## src/rtl/vm_log_pkg.sv

```systemverilog
`default_nettype none
// +-----------------------------------------------------------------------+
// | vm_log_pkg : shared types and constants for the vending sales logger   |
// | Revision   : 1.0                                                       |
// +-----------------------------------------------------------------------+
package vm_log_pkg;

  typedef enum logic [0:0] {
    IDLE  = 1'b0,
    BURST = 1'b1
  } state_t;

  localparam int NUM_ITEMS = 6;
  localparam int NUM_COIN  = 5;

  localparam logic [3:0] ADDR_SOLD0  = 4'd0;
  localparam logic [3:0] ADDR_COIN0  = 4'd6;
  localparam logic [3:0] ADDR_TXN    = 4'd11;
  localparam logic [3:0] ADDR_RTN    = 4'd12;
  localparam logic [3:0] ADDR_REV    = 4'd13;
  localparam logic [3:0] ADDR_STATUS = 4'd14;

  localparam int COIN_VAL_50 = 50;
  localparam int COIN_VAL_20 = 20;
  localparam int COIN_VAL_10 = 10;
  localparam int COIN_VAL_5  = 5;
  localparam int COIN_VAL_1  = 1;

endpackage
`default_nettype wire

```

## src/rtl/vm_log_sat_acc.sv

```systemverilog
`default_nettype none
// +-----------------------------------------------------------------------+
// | vm_log_sat_acc : saturating accumulator with synchronous clear         |
// | Revision       : 1.0                                                   |
// +-----------------------------------------------------------------------+
module vm_log_sat_acc #(
  parameter int WIDTH = 16
) (
  input  logic             clk,
  input  logic             rst,
  input  logic             clr,
  input  logic             add_en,
  input  logic [WIDTH-1:0] add_val,
  output logic [WIDTH-1:0] acc
);

  logic [WIDTH:0] sum;

  assign sum = {1'b0, acc} + {1'b0, add_val};

  always_ff @(posedge clk or posedge rst) begin
    if (rst) begin
      acc <= '0;
    end else if (clr) begin
      acc <= '0;
    end else if (add_en) begin
      acc <= sum[WIDTH] ? '1 : sum[WIDTH-1:0];
    end
  end

endmodule
`default_nettype wire

```

## src/rtl/vm_sales_logger.sv

```systemverilog
`default_nettype none
// +-----------------------------------------------------------------------+
// | vm_sales_logger : snoops VM price loads and result bursts, keeps totals|
// | Revision        : 1.0                                                  |
// +-----------------------------------------------------------------------+
module vm_sales_logger
  import vm_log_pkg::*;
#(
  parameter int CNT_W = 16,
  parameter int REV_W = 20
) (
  input  logic             clk,
  input  logic             rst,
  input  logic             in_item_valid,
  input  logic [4:0]       in_item_price,
  input  logic             out_valid,
  input  logic [3:0]       out_consumer,
  input  logic [5:0]       out_sell_num,
  input  logic             clr,
  input  logic             rd_en,
  input  logic [3:0]       rd_addr,
  output logic [REV_W-1:0] rd_data,
  output logic             rd_valid,
  output logic             busy,
  output logic             err_burst
);

  logic [4:0]       price [NUM_ITEMS];
  logic [2:0]       price_idx;
  state_t           state;
  logic [2:0]       beat;
  logic             drain;
  logic [3:0]       shadow_id;
  logic [5:0]       shadow_sold [NUM_ITEMS-1];
  logic [3:0]       shadow_coin [NUM_COIN-1];
  logic [REV_W-1:0] shadow_rev;

  logic [2:0]       cur_beat;
  logic [4:0]       cur_price;
  logic [10:0]      product;
  logic             commit;
  logic [CNT_W-1:0] sold [NUM_ITEMS];
  logic [CNT_W-1:0] coin [NUM_COIN];
  logic [CNT_W-1:0] txn_cnt;
  logic [CNT_W-1:0] rtn_cnt;
  logic [REV_W-1:0] revenue;
  logic [REV_W-1:0] rd_mux;

  always_ff @(posedge clk or posedge rst) begin
    if (rst) begin
      price_idx <= '0;
      for (int i = 0; i < NUM_ITEMS; i++) price[i] <= '0;
    end else if (!in_item_valid) begin
      price_idx <= '0;
    end else if (price_idx < 3'(NUM_ITEMS)) begin
      for (int i = 0; i < NUM_ITEMS; i++)
        if (price_idx == 3'(i)) price[i] <= in_item_price;
      price_idx <= price_idx + 3'd1;
    end
  end

  // The product uses the price held before any same-cycle price write.
  assign cur_beat = (state == BURST) ? beat : 3'd0;
  always_comb begin
    cur_price = price[0];
    for (int i = 1; i < NUM_ITEMS; i++)
      if (cur_beat == 3'(i)) cur_price = price[i];
  end
  assign product = {5'b0, out_sell_num} * {6'b0, cur_price};
  assign commit  = (state == BURST) && out_valid && !clr && (beat == 3'd5);

  always_ff @(posedge clk or posedge rst) begin
    if (rst) begin
      state      <= IDLE;
      beat       <= '0;
      drain      <= 1'b0;
      busy       <= 1'b0;
      err_burst  <= 1'b0;
      shadow_id  <= '0;
      shadow_rev <= '0;
      for (int i = 0; i < NUM_ITEMS-1; i++) shadow_sold[i] <= '0;
      for (int d = 0; d < NUM_COIN-1; d++)  shadow_coin[d] <= '0;
    end else begin
      if (clr) err_burst <= 1'b0;
      case (state)
        IDLE: begin
          if (out_valid && !drain && !clr) begin
            state          <= BURST;
            busy           <= 1'b1;
            beat           <= 3'd1;
            shadow_id      <= out_consumer;
            shadow_sold[0] <= out_sell_num;
            shadow_rev     <= REV_W'(product);
          end else if (clr && out_valid) begin
            drain <= 1'b1;
          end
        end
        BURST: begin
          if (clr) begin
            state <= IDLE;
            busy  <= 1'b0;
            drain <= out_valid;
          end else if (!out_valid) begin
            state     <= IDLE;
            busy      <= 1'b0;
            err_burst <= 1'b1;
          end else begin
            for (int i = 1; i < NUM_ITEMS-1; i++)
              if (beat == 3'(i)) shadow_sold[i] <= out_sell_num;
            for (int d = 0; d < NUM_COIN-1; d++)
              if (beat == 3'(d+1)) shadow_coin[d] <= out_consumer;
            shadow_rev <= shadow_rev + REV_W'(product);
            if (beat == 3'd5) begin
              state <= IDLE;
              busy  <= 1'b0;
            end else begin
              beat <= beat + 3'd1;
            end
          end
        end
        default: state <= IDLE;
      endcase
      if (!out_valid) drain <= 1'b0;
    end
  end

  // The final beat feeds the accumulators directly, bypassing the shadows.
  for (genvar i = 0; i < NUM_ITEMS; i++) begin : g_sold
    logic [5:0] add;
    if (i == NUM_ITEMS-1) begin : g_last
      assign add = out_sell_num;
    end else begin : g_shadow
      assign add = shadow_sold[i];
    end
    vm_log_sat_acc #(.WIDTH(CNT_W)) u_acc (
      .clk(clk), .rst(rst), .clr(clr), .add_en(commit),
      .add_val(CNT_W'(add)), .acc(sold[i])
    );
  end

  for (genvar d = 0; d < NUM_COIN; d++) begin : g_coin
    logic [3:0] add;
    if (d == NUM_COIN-1) begin : g_last
      assign add = out_consumer;
    end else begin : g_shadow
      assign add = shadow_coin[d];
    end
    vm_log_sat_acc #(.WIDTH(CNT_W)) u_acc (
      .clk(clk), .rst(rst), .clr(clr), .add_en(commit),
      .add_val(CNT_W'(add)), .acc(coin[d])
    );
  end

  vm_log_sat_acc #(.WIDTH(CNT_W)) u_txn (
    .clk(clk), .rst(rst), .clr(clr), .add_en(commit && (shadow_id != 4'd0)),
    .add_val(CNT_W'(1'b1)), .acc(txn_cnt)
  );

  vm_log_sat_acc #(.WIDTH(CNT_W)) u_rtn (
    .clk(clk), .rst(rst), .clr(clr), .add_en(commit && (shadow_id == 4'd0)),
    .add_val(CNT_W'(1'b1)), .acc(rtn_cnt)
  );

  vm_log_sat_acc #(.WIDTH(REV_W)) u_rev (
    .clk(clk), .rst(rst), .clr(clr), .add_en(commit),
    .add_val(shadow_rev + REV_W'(product)), .acc(revenue)
  );

  always_comb begin
    rd_mux = '0;
    for (int i = 0; i < NUM_ITEMS; i++)
      if (rd_addr == ADDR_SOLD0 + 4'(i)) rd_mux = REV_W'(sold[i]);
    for (int d = 0; d < NUM_COIN; d++)
      if (rd_addr == ADDR_COIN0 + 4'(d)) rd_mux = REV_W'(coin[d]);
    if (rd_addr == ADDR_TXN)    rd_mux = REV_W'(txn_cnt);
    if (rd_addr == ADDR_RTN)    rd_mux = REV_W'(rtn_cnt);
    if (rd_addr == ADDR_REV)    rd_mux = revenue;
    if (rd_addr == ADDR_STATUS) rd_mux = REV_W'({err_burst, busy});
  end

  always_ff @(posedge clk or posedge rst) begin
    if (rst) begin
      rd_data  <= '0;
      rd_valid <= 1'b0;
    end else begin
      rd_valid <= rd_en;
      if (rd_en) rd_data <= rd_mux;
    end
  end

endmodule
`default_nettype wire

```

## config.mk

```make
export PLATFORM = sky130hd
export DESIGN_NAME = vm_sales_logger
export DESIGN_NICKNAME = d
export VERILOG_FILES = /design/src/rtl/vm_log_pkg.sv /design/src/rtl/vm_log_sat_acc.sv /design/src/rtl/vm_sales_logger.sv
export SDC_FILE = /design/constraint.sdc
export NUM_CORES = 1
export LEC_CHECK = 0
export CORE_ASPECT_RATIO = 0.8
export CORE_MARGIN = 5
export CORE_UTILIZATION = 60
export CTS_CLUSTER_SIZE = 12
export DETAILED_ROUTE_END_ITERATION = 10
export HOLD_SLACK_MARGIN = 0.1
export PLACE_DENSITY = 0.83
export SYNTH_ARGS = -nofsm -noshare
export SYNTH_HDL_FRONTEND = slang
export SYNTH_SLANG_ARGS = --single-unit
```

## constraint.sdc

```tcl
create_clock -name clk -period 17.7 [get_ports clk]
set_input_delay 5.31 -clock clk [delete_from_list [all_inputs] [get_ports clk]]
set_output_delay 5.31 -clock clk [all_outputs]
set_load 0.01 [all_outputs]
```

==> results_dict.tcl <==
set metrics [dict create \
    clock_path_buffers 3 \
    clock_sinks 359 \
    leakage_nw 11.19 \
    tns_ps 0 \
    die_w_um 229.7 \
    ff2ff_setup_slack_ps 8750 \
    synth_area_sq_mm 0.02318 \
    ys.flop_type "dfrtp_1" \
    cellPowerDensity_mw_per_mm2 122.2 \
    cap_violations 0 \
    rows 64 \
    vias_per_cell 6.935 \
    reg2reg_to "u_rev.acc[19]" \
    slew_headroom 0.2623 \
    die-area_sq_mm 0.04269 \
    drt_iter0_drc 3087 \
    firstDrtPassIters 8 \
    syn_inst 2530 \
    hp-start "shadow_rev[2]" \
    start_kind "input port" \
    drc 0 \
    fill_cells 2934 \
    avgSynthCellArea_sq_um 9.161 \
    hold_depth 2 \
    cp.arrival_ps 12660 \
    hold_buffers 0 \
    die_h_um 185.8 \
    hold_viol 0 \
    antenna_found_initial 1 \
    hold_class "flip-flop to flip-flop" \
    async_flop_share 1.000 \
    grt_pass1_vias 19943 \
    rsz0062_at_grt "no" \
    antenna_cells 0 \
    end_kind "flip-flop" \
    cts-resized-gates 0 \
    boundaryPins 48 \
    multi_input_area_sq_mm 0.01319 \
    fin_crit_ps 12290 \
    dpl.hpwl_mm 48.68 \
    syn_nets 2699 \
    vias 20991 \
    wl_per_cell_um 22.80 \
    synth-seq-cells 359 \
    ys_types 100 \
    finClkSkew_ps 27.73 \
    worst_path_max_delay_cell "clkdlybuf4s50_1" \
    critPathKind "input port to flip-flop" \
    start_util 0.6068 \
    overflow 0 \
    layout-drive-gt1-share 0.08373 \
    worst_pin_slew_ps 1098 \
    portBuffers 47 \
    totalWireLength_mm 69.01 \
    status "complete, no violations" \
    clkTransAtPathRegs_ps 60 \
    ant_nets 0 \
    synth-edff-count 0 \
    reg2reg_from "state" \
    clock_latency_ps 560 \
    min_period_over_period 0.6944 \
    slowest_delay_ps 780 \
    setup_viol 0 \
    htreeDepth 2 \
    ys_warn_count 0 \
    hold_end "shadow_rev[2]" \
    synth-seq-area-share 0.3876 \
    grt_pass1_wl_mm 109.9 \
    coreArea_sq_mm 0.03820 \
    crit_family "adder cells" \
    nets 2676 \
    required_ps 18070 \
    peakVddDrop_mv 0.2527 \
    root_buffer "clkbuf_16" \
    p_total_w 0.003061 \
    area_delta_synth_final_pct 8.092 \
    grt_max_degree 134 \
    slew_viol_final 0 \
    crit_buf_inv 3 \
    max_freq_mhz 81.36 \
    cts-buffers-inserted 39 \
    path_max_fanout 11 \
    gr-usage-all-layers 0.3173 \
    seqCellArea_sq_mm 0.008984 \
    gp_congestion 0.9736 \
    cts_tree "yes" \
    reg2regPathDepth 30 \
    post_cts_buffers 0 \
]
[cells by family (layout without fill, tap and decap cells)]
family          Yosys count  in the layout  share of synthesized area
compound gates          796            796                     0.2216
buf+inv                 250            252                    0.04399
fa+ha+maj               144            144                    0.08583
mux                     131            131                    0.06424
xor+xnor                 72             72                    0.02721
simple gates            778            778                     0.1696
flops                   359            359                     0.3876
[worst min-delay path, cell delays in order (launching register included)]
cell and delay, ps:
dfrtp_1 350, nand2_1 50, o21ai_0 60
[worst max path at each step]
stage / cells past startpoint / to / slack (ps) / from
finish: 25 / u_rev.acc[19] / 5410 / out_sell_num[2]
floorplan: 1 / beat[0] / 2430 / rst
detailed placement: 25 / u_rev.acc[19] / 5010 / out_sell_num[0]
global route: 25 / u_rev.acc[19] / 4950 / out_sell_num[2]
global placement: 25 / u_rev.acc[19] / 5260 / out_sell_num[0]
CTS: 25 / u_rev.acc[19] / 5540 / out_sell_num[2]
[where the power goes]
part | switching [W] | total, W | internal, W
logic | 0.000769 | 0.00130 | 0.000534
registers | 0.0000624 | 0.000963 | 0.000900
clock network | 0.000342 | 0.000794 | 0.000453
total | 0.00117 | 0.00306 | 0.00189
[cell usage after synthesis (all sizes together) (25+ instances only)]
cell type,n,area share
a211oi,43,0.015
a21o,28,0.0091
a21oi,245,0.053
a22oi,28,0.0091
a311oi,28,0.011
a31oi,66,0.018
and2,32,0.0089
and3,49,0.014
buf,55,0.012
clkbuf,75,0.012
dfrtp,359,0.39
fa,25,0.022
ha,119,0.064
inv,119,0.019
mux2,79,0.038
mux2i,46,0.020
nand2,174,0.029
nand3,100,0.022
nor2,183,0.030
nor2b,54,0.015
nor3,79,0.017
o21ai,171,0.037
xnor2,44,0.017
xor2,28,0.011
[state kept, by name, indices dropped and copies added, names as in the netlist]
register / count
price: 30
u_rev.acc: 20
u_txn.acc: 16
price_idx: 3
busy: 1
g_sold.add: 30
drain: 1
g_coin.add: 16
rd_data: 20
g_coin.u_acc.acc: 80
shadow_rev: 20
shadow_id: 4
u_rtn.acc: 16
rd_valid: 1
state: 1
beat: 3
g_sold.u_acc.acc: 96
err_burst: 1
[cell type report]
class | count | area share
multi-input combinational | 1921 | 0.5266
clock buffer | 60 | 0.04659
tap | 495 | 0.02472
timing repair buffer | 66 | 0.02377
sequential | 359 | 0.3586
inverter | 120 | 0.01833
clock inverter | 6 | 0.001448
[layer usage]
metal  global-route usage  up-vias  share of wire
met5                    0        -        0.00019
met4               0.1209        2          0.042
met3              0.08251      224           0.12
met2               0.4759     1262           0.43
met1               0.4478    10207           0.41
li1                     -     9296              -
[cell usage in the layout (no fill, tap or decap), drive strengths merged, types with 23 or more instances in the layout]
master / count
a211oi: 43
a21o: 28
a21oi: 245
a22oi: 28
a311oi: 28
a31oi: 66
and2: 32
and3: 49
buf: 23
clkbuf: 60
clkdlybuf4s50: 43
dfrtp: 359
fa: 25
ha: 119
inv: 118
mux2: 79
mux2i: 46
nand2: 174
nand3: 100
nor2: 183
nor2b: 54
nor3: 79
o21ai: 171
o22ai: 24
xnor2: 44
xor2: 28
[stage by stage]
step / hold slack (ps) / setup slack [ps] / instances / utilization / instance area [sq um]
6_report: 488.7 / 5408 / 3027 / 0.6559 / 25050
5_1_grt: 507.5 / 4947 / 3027 / 0.6559 / 25050
4_1_cts: 489.2 / 5536 / 3027 / 0.6559 / 25050
3_5_place_dp: 476.8 / 5008 / 2961 / 0.6244 / 23850
3_3_place_gp: 471.1 / 5265 / 2961 / 0.6244 / 23850
2_1_floorplan: 456.3 / 2428 / 2530 / - / 23180
Power figures use the tool's default switching activity.
